File: src/rtl/cpu_pkg.sv
// -----------------------------------------------------------------------------
// cpu_pkg: shared definitions for the stepping CPU.
//   - opcode constants decoded by cpu_alu
//   - state_e: the four-state instruction sequencer encoding
//   - instr_t / ROM_TABLE / rom_read: 16-entry instruction ROM, {opcode, A, B}
// -----------------------------------------------------------------------------
package cpu_pkg;

   localparam logic [7:0] OP_ADD = 8'h00;
   localparam logic [7:0] OP_SUB = 8'h01;
   localparam logic [7:0] OP_AND = 8'h02;
   localparam logic [7:0] OP_OR  = 8'h03;
   localparam logic [7:0] OP_XOR = 8'h04;
   localparam logic [7:0] OP_NOT = 8'h05;
   localparam logic [7:0] OP_SHL = 8'h06;
   localparam logic [7:0] OP_SHR = 8'h07;
   localparam logic [7:0] OP_NOP = 8'hFF;

   typedef enum logic [1:0] {
      S_IDLE,
      S_FETCH,
      S_EXEC,
      S_DONE
   } state_e;

   typedef struct packed {
      logic [7:0] opcode;
      logic [7:0] a;
      logic [7:0] b;
   } instr_t;

   localparam logic [23:0] ROM_TABLE [16] = '{
      {OP_ADD, 8'h05, 8'h03},
      {OP_ADD, 8'hFF, 8'h01},
      {OP_SUB, 8'h03, 8'h05},
      {OP_AND, 8'hF0, 8'h3C},
      {OP_OR,  8'h0F, 8'h30},
      {OP_XOR, 8'hAA, 8'hFF},
      {OP_NOT, 8'h55, 8'h00},
      {OP_SHL, 8'h81, 8'h00},
      {OP_SHR, 8'h80, 8'h00},
      {OP_NOP, 8'h00, 8'h00},
      {OP_NOP, 8'h00, 8'h00},
      {OP_NOP, 8'h00, 8'h00},
      {OP_NOP, 8'h00, 8'h00},
      {OP_NOP, 8'h00, 8'h00},
      {OP_NOP, 8'h00, 8'h00},
      {OP_NOP, 8'h00, 8'h00}
   };

   function automatic instr_t rom_read(input logic [3:0] idx);
      return instr_t'(ROM_TABLE[idx]);
   endfunction

endpackage

File: src/rtl/cpu_alu.sv
// -----------------------------------------------------------------------------
// cpu_alu: purely combinational 8-bit ALU, all arithmetic wraps modulo 256.
// Ports:
//   opcode  in  8  operation select (cpu_pkg OP_* constants)
//   a, b    in  8  signed operands
//   result  out 8  signed result, 0 for undefined opcodes
//   carry   out 1  ADD bit 8, SHL A[7], SHR A[0]; else 0
//   borrow  out 1  SUB unsigned A<B; else 0
// -----------------------------------------------------------------------------
module cpu_alu
   import cpu_pkg::*;
(
   input  logic        [7:0] opcode,
   input  logic signed [7:0] a,
   input  logic signed [7:0] b,
   output logic signed [7:0] result,
   output logic              carry,
   output logic              borrow
);

   always_comb begin
      // NOTE: every output gets a default before the case so no path leaves
      // a value unassigned, which would otherwise infer a latch.
      result = '0;
      carry  = 1'b0;
      borrow = 1'b0;
      case (opcode)
         OP_ADD: {carry, result} = {1'b0, a} + {1'b0, b};
         OP_SUB: begin
            result = a - b;
            borrow = $unsigned(a) < $unsigned(b);
         end
         OP_AND: result = a & b;
         OP_OR:  result = a | b;
         OP_XOR: result = a ^ b;
         OP_NOT: result = ~a;
         OP_SHL: begin
            result = {a[6:0], 1'b0};
            carry  = a[7];
         end
         OP_SHR: begin
            result = a >>> 1;  // a is signed, so the sign bit is replicated
            carry  = a[0];
         end
         default: ;
      endcase
   end

endmodule

File: src/rtl/cpu.sv
// -----------------------------------------------------------------------------
// cpu: single-step CPU. Each rising edge of next_out (seen while idle) runs
// one ROM instruction through IDLE -> FETCH -> EXEC -> DONE -> IDLE.
// Ports:
//   clk             in   1  clock, rising edge
//   rst             in   1  synchronous active-high reset
//   next_out        in   1  step request (rising edge)
//   opcode          out  8  opcode of current/last instruction
//   operand_A_out   out  8  signed operand A
//   operand_B_out   out  8  signed operand B
//   result_out_cpu  out  8  signed ALU result
//   carry_out_cpu   out  1  ALU carry flag
//   borrow_out_cpu  out  1  ALU borrow flag
//   result_ready    out  1  one-cycle pulse while in DONE
//   data_out        out  1  result outputs hold a completed result
//   pc_out          out  8  index of the next instruction
// -----------------------------------------------------------------------------
module cpu
   import cpu_pkg::*;
(
   input  logic              clk,
   input  logic              rst,
   input  logic              next_out,
   output logic        [7:0] opcode,
   output logic signed [7:0] operand_A_out,
   output logic signed [7:0] operand_B_out,
   output logic signed [7:0] result_out_cpu,
   output logic              carry_out_cpu,
   output logic              borrow_out_cpu,
   output logic              result_ready,
   output logic              data_out,
   output logic        [7:0] pc_out
);

   state_e             state_q, state_d;
   logic               next_q;
   logic        [7:0]  pc_q;
   logic        [7:0]  opcode_q;
   logic signed [7:0]  a_q, b_q;
   logic signed [7:0]  result_q;
   logic               carry_q, borrow_q;
   logic               data_q;
   logic               request;
   instr_t             instr;
   logic signed [7:0]  alu_result;
   logic               alu_carry, alu_borrow;

   // Rising edge of next_out; only acted on in IDLE by the FSM below.
   assign request = next_out & ~next_q;
   assign instr   = rom_read(pc_q[3:0]);

   cpu_alu u_alu (
      .opcode (opcode_q),
      .a      (a_q),
      .b      (b_q),
      .result (alu_result),
      .carry  (alu_carry),
      .borrow (alu_borrow)
   );

   always_ff @(posedge clk) begin
      // NOTE: sequential state uses non-blocking assignments so every register
      // samples pre-edge values regardless of statement order.
      if (rst) begin
         state_q  <= S_IDLE;
         next_q   <= 1'b0;
         pc_q     <= '0;
         opcode_q <= '0;
         a_q      <= '0;
         b_q      <= '0;
         result_q <= '0;
         carry_q  <= 1'b0;
         borrow_q <= 1'b0;
         data_q   <= 1'b0;
      end else begin
         state_q <= state_d;
         next_q  <= next_out;
         case (state_q)
            S_FETCH: begin
               opcode_q <= instr.opcode;
               a_q      <= instr.a;
               b_q      <= instr.b;
               data_q   <= 1'b0;
            end
            S_EXEC: begin
               result_q <= alu_result;
               carry_q  <= alu_carry;
               borrow_q <= alu_borrow;
               // Set here so data_out is already high during DONE.
               data_q   <= 1'b1;
            end
            S_DONE:  pc_q <= pc_q + 8'd1;
            default: ;
         endcase
      end
   end

   always_comb begin
      state_d      = state_q;
      result_ready = 1'b0;
      case (state_q)
         S_IDLE:  if (request) state_d = S_FETCH;
         S_FETCH: state_d = S_EXEC;
         S_EXEC:  state_d = S_DONE;
         S_DONE: begin
            result_ready = 1'b1;
            state_d      = S_IDLE;
         end
         default: state_d = S_IDLE;
      endcase
   end

   assign opcode         = opcode_q;
   assign operand_A_out  = a_q;
   assign operand_B_out  = b_q;
   assign result_out_cpu = result_q;
   assign carry_out_cpu  = carry_q;
   assign borrow_out_cpu = borrow_q;
   assign data_out       = data_q;
   assign pc_out         = pc_q;

endmodule

File: config.mk
export PLATFORM = sky130hd
export DESIGN_NAME = cpu
export DESIGN_NICKNAME = d
export VERILOG_FILES = /design/src/rtl/cpu_pkg.sv /design/src/rtl/cpu_alu.sv /design/src/rtl/cpu.sv
export SDC_FILE = /design/constraint.sdc
export NUM_CORES = 1
export LEC_CHECK = 0
export ABC_CLOCK_PERIOD_IN_PS = 2300
export BUFFER_PORTS_ARGS = -buffer_cell sky130_fd_sc_hd__buf_2
export CORE_MARGIN = 8
export CORE_UTILIZATION = 52
export DETAILED_ROUTE_END_ITERATION = 10
export PLACE_DENSITY = 0.77
export SETUP_SLACK_MARGIN = 0.02
export SKIP_CTS_REPAIR_TIMING = 1
export SYNTH_ARGS = -nofsm -noshare
export SYNTH_HDL_FRONTEND = slang
export SYNTH_SLANG_ARGS = --single-unit
File: constraint.sdc
create_clock -name clk -period 2.3 [get_ports clk]
set_input_delay 0.46 -clock clk [delete_from_list [all_inputs] [get_ports clk]]
set_output_delay 0.46 -clock clk [all_outputs]
set_load 0.02 [all_outputs]
==> results of run 1 <==
==> cells in the final DEF, fill, tap and decap left out, types with 4 or more instances in the layout <==
cell type / instances
nand3_1: 6
nor3_1: 4
mux2i_1: 7
xor2_1: 5
a21oi_1: 33
ha_1: 32
nand2_1: 35
a31oi_1: 5
o211ai_1: 4
buf_4: 16
nand2b_1: 9
a211oi_1: 9
o2111ai_1: 4
nor2_1: 43
o21ai_0: 14
clkbuf_8: 5
inv_1: 30
nor2b_1: 7
dfxtp_1: 37
xnor2_1: 10
buf_2: 46
o22ai_1: 5
==> tightest hold or removal path, cell delays in order <==
cell and delay [ns]:
buf_2 0.07, inv_1 0.04, nor2_1 0.08
==> metrics by stage <==
step                      instance area (um^2)  total power [mW]  util [%]
final                                     3480              3.49      59.9
after floorplan                           3080              2.41         -
after detailed placement                  3350              2.90      57.6
after global placement                    3350              2.86      57.6
after CTS                                 3460              3.48      59.4
after global routing                      3480              3.77      59.9
==> sequential cells by signal (all words and copies together) (netlist names) <==
name            count
carry_out_cpu       1
result_out_cpu      8
operand_A_out       7
data_out            1
opcode              4
pc_out              8
operand_B_out       6
borrow_out_cpu      1
next_q              1
state_q             2
==> per-layer routing <==
metal  routed length, um  part of all wire, %  global-route usage [%]
met5                   0                    0                       0
met4                  99                  1.3                    5.50
met3                 442                  5.6                    3.64
met2                3770                   48                    29.9
met1                3600                   46                    24.1
==> cell families after synthesis <==
| family | synth area share (%) |
|---|---|
| DFF | 25.4 |
| xor gates and xnor gates | 4.27 |
| adders and majority gates | 15.5 |
| muxes | 6.43 |
| buffers and inverters | 9.52 |
| AOI/OAI and AO/OA | 20.2 |
| and+or+nand+nor | 18.6 |
==> final timing paths <==
kind,from,to,slack [ns],cells after the start
setup / recovery,operand_A_out[0]$_SDFFE_PP0N_,result_out_cpu[6]$_SDFFE_PP0P_,0.13,10
hold / removal,next_out,next_q$_SDFF_PP0_,0.39,3
setup reg to reg,operand_A_out[0]$_SDFFE_PP0N_,result_out_cpu[6]$_SDFFE_PP0P_,0.13,10
hold reg to reg,result_out_cpu[2]$_SDFFE_PP0P_,result_out_cpu[2]$_SDFFE_PP0P_,0.45,2
==> final cells by class <==
cell class              instances  share of cell area [%]
well taps                      75                    2.69
inverters                      33                    3.55
repair buffers                 62                    10.1
flip-flops and latches         39                    22.5
multi-input cells             285                    58.2
clock inverters                 2                    1.08
clock buffers                   5                    1.97
==> power by group through the flow <==
| stage | clock, mW | combinational, mW | sequential (mW) |
|---|---|---|---|
| global route | 0.612 | 2.20 | 0.966 |
| global placement | 0 | 1.91 | 0.947 |
| finish | 0.576 | 1.98 | 0.943 |
| detailed placement | 0 | 1.94 | 0.953 |
| CTS | 0.588 | 1.95 | 0.937 |
| floorplan | 0 | 1.38 | 1.03 |
==> reports/metrics.yaml, run 1 <==
dieHeight_um: 92.9
tightest_slew_ns: 0.579
die_w_um: 92.9
drt_iter0_drc: 200
switchingPower_mw: 1.58
cts_root_buf: "clkbuf_8"
period_needed_ns: 2.17
grt_first_pass_wirelength_um: 13100
area_delta_synth_final_pct: 13.3
synth_commonest_cells: "nor2_1 (43), dfxtp_1 (39), ha_1 (35), nand2_1 (35), a21oi_1 (34)"
io_buffers: 46
totalWireLength_um: 7910
ys_seq_elements: 39
finalNonFillerCells: 501
syn_nets: 426
n_antenna_cell: 0
hp-class: "primary input to flop"
synth_top_cell_by_area: "dfxtp_1"
cp_slowest_cell: "dfxtp_2"
place_congestion: 0.948
min_period_over_period_pct: 94.5
drtPass1Iterations: 4
cp.arrival_ns: 2.36
worstSetupPathType: "flop to flop"
wl_per_cell_um: 15.8
ir_worst_vdd_v: 0.000544
dp.final_hpwl_um: 6040
synth.top_cell.area_share_pct: 25.4
pwr-share-seq_pct: 27.0
slew-limit-headroom_pct: 61.4
ios: 47
yosysMostFrequentCell: "nor2_1"
htreeDepth: 2
hold_viol: 0
drive_gt1_share_pct: 20.7
synth_edf_count: 0
grt.total_usage_pct: 18.5
placed_cells: 494
max_freq_mhz: 460
fillers: 568
dpl_worst_slack_ns: 0.0612
setup_slack_ns: 0.127
pwr-share-clk_pct: 16.5
vias: 2833
syn_area_um2: 3080
cp_num_buf_inv: 2
grt_overflow_total: 0
antenna_found_initial: 0
syn_inst: 386
cp-end-kind: "flop"
async_flop_share_pct: 0
synth_area_leaders: "dfxtp_1 (25%), ha_1 (14%), a21oi_1 (5.5%)"
setup_tns_ns: 0
syn_avg_cell_area_um2: 7.97
avgViaCountPerCell: 5.65
finalHoldWorstSlack_ns: 0.386
p_per_area_nw_per_um2: 1000
ant_nets: 0
critical_path_required_ns: 2.49
status: "finished clean"
drcViolationCount: 0
crit_family: "compound AO/OA/AOI/OAI gates"
clock-sinks: 39
drv_slew: 0
grt_setup_unrepaired: "true"
clkTransAtPathRegs_ns: 0.08
cts_buffer_depth: 2
critPathLaunchType: "flop"
clkLatencyLatePin_ns: 0.30
num_rows: 28
synth_seq_area_share_pct: 25.4
start_util_pct: 52.9
setup_viol: 0
numCtsBuffers: 5
switching_share_pct: 45.3
seq_area_um2: 783
critPathMaxStageDelay_ns: 0.34
drv_cap: 0
cts_tree: "built"
critPathMaxFanout: 3
final_nets: 466
intPower_mw: 1.91
grt_start_max_net_pins: 32
skew_ns: 0.00747
synthFlopType: "dfxtp_1"
coreArea_um2: 5820
leakagePower_nw: 1.53
yosys_warnings: 0
die_area_um2: 8630
path_cells: "inv_2 > ha_2 > inv_1 > fa_2 > nor2b_1 > o21ai_1 > nand2_1 > xnor2_1 > a221o_1 > a22o_1"
multi_input_area_um2: 2030
comb_power_share_pct: 56.5
synth_cell_types: 53
first_global_vias: 2635
No activity file was read; power rests on OpenSTA's default activity.
==> inputs of run 2 (changes only) <==
Settings changed: ABC_CLOCK_PERIOD_IN_PS 2300 to 1950.
Clock period 2.3 ns to 1.95 ns, I/O delays scaled along.
==> run 2 against run 1 <==
  * The run now ends with setup timing left
  * Core utilization up 7.6 points
  * Critical path depth unchanged
  * Sequential share of layout area shrank 1.8 points
  * Flip-flop and latch count did not move
  * First-iteration DRC count grew 38%
  * Via count rose by 6.8%
  * Critical endpoint unchanged
  * Largest power group unchanged
  * Highest routed layer unchanged
==> reports/metrics.yaml, run 2 (synthesis results as in run 1) <==
status: "finished, violations left"
violations: "setup timing"
avgViaCountPerCell: 5.64
clock-sinks: 39
num_rows: 28
vias: 3025
die_area_um2: 8630
final_nets: 500
drcViolationCount: 0
drive_gt1_share_pct: 33.4
first_global_vias: 2858
min_period_over_period_pct: 105
grt_setup_unrepaired: "true"
clkLatencyLatePin_ns: 0.30
dp.final_hpwl_um: 6680
wl_met2_um: 4340
htreeDepth: 2
cts_tree: "built"
tightest_slew_ns: 0.566
totalWireLength_um: 8850
critPathMaxFanout: 3
met3_length_um: 491
dieHeight_um: 92.9
setup_viol: 3
dpl_worst_slack_ns: -0.104
hp-class: "primary input to flop"
worstSetupPathType: "flop to flop"
ios: 47
skew_ns: 0.00751
area_delta_synth_final_pct: 27.7
setup_slack_ns: -0.0958
cts_root_buf: "clkbuf_8"
io_buffers: 46
coreArea_um2: 5820
slew-limit-headroom_pct: 62.0
n_antenna_cell: 0
wl_per_cell_um: 16.5
drt_iter0_drc: 276
cts_buffer_depth: 2
grt.total_usage_pct: 19.5
drtPass1Iterations: 5
drv_slew: 0
max_freq_mhz: 489
report.power.total_mw: 4.63
critPathLaunchType: "flop"
period_needed_ns: 2.05
postPlaceCellArea_um2: 3680
wl_met1_um: 3750
place_congestion: 0.936
grt_overflow_total: 0
start_util_pct: 52.9
stdcell_area_um2: 3930
top_layer_used: "met4"
hold_viol: 0
leakagePower_nw: 1.75
clkTransAtPathRegs_ns: 0.09
p_per_area_nw_per_um2: 1180
antenna_found_initial: 0
final_common_cell: "buf_4"
grt_start_max_net_pins: 32
numCtsBuffers: 5
cp-end-kind: "flop"
final_cell_mix: "buf_4 (47), buf_2 (46), nor2_1 (43), nand2_1 (35), a21oi_1 (33)"
grt_first_pass_wirelength_um: 13800
drv_cap: 0
die_w_um: 92.9
ir_worst_vdd_v: 0.000592
cp.arrival_ns: 2.25
fin_util_pct: 67.5
ant_nets: 0
critical_path_required_ns: 2.15
run 2: path summary, 6_finish.rpt:
| check | to | cells past startpoint | slack (ns) | startpoint |
|---|---|---|---|---|
| setup / recovery | result_out_cpu[6]$_SDFFE_PP0P_ | 10 | -0.1 | operand_A_out[0]$_SDFFE_PP0N_ |
| hold reg to reg | result_out_cpu[2]$_SDFFE_PP0P_ | 2 | 0.46 | result_out_cpu[2]$_SDFFE_PP0P_ |
| setup reg to reg | result_out_cpu[6]$_SDFFE_PP0P_ | 10 | -0.1 | operand_A_out[0]$_SDFFE_PP0N_ |
| hold / removal | next_q$_SDFF_PP0_ | 3 | 0.31 | next_out |
run 2: area by class of cell:
type / instances / area (um^2)
repair buffers: 96 / 634
flip-flops and latches: 39 / 811
well taps: 75 / 93.8
clock inverters: 2 / 38.8
multi-input cells: 285 / 2140
inverters: 33 / 126
clock buffers: 6 / 82.6
fillers: 493 / 1890
run 2: metrics by stage:
step                      hold WS (ns)  std cells  TNS, ns
after global routing             0.312        536   -0.786
after global placement           0.432        525   -0.122
final                            0.311        536   -0.251
after floorplan                  0.511        386  -0.0690
after CTS                        0.303        533   -0.379
after detailed placement         0.446        525   -0.309
run 2: per-layer routing:
metal	vias up	GRT usage, %
met5	-	0
met4	0	7.38
met3	21	3.32
met2	105	33.1
met1	1417	24.0
li1	1482	-
run 2: worst max-delay path, cell delays in order, from the launching register on:
cell	delay, ns
dfxtp_4	0.37
inv_4	0.06
ha_4	0.12
inv_2	0.04
fa_2	0.37
nor2b_4	0.14
o21ai_2	0.14
nand2_1	0.09
xnor2_1	0.13
a221o_1	0.31
a22o_1	0.18
run 2: power breakdown:
part | leakage [nW] | switching (mW) | internal, mW | total, mW
Combinational | 1.37 | 1.53 | 1.21 | 2.74
Clock | 0.0618 | 0.326 | 0.421 | 0.747
Sequential | 0.324 | 0.196 | 0.946 | 1.14
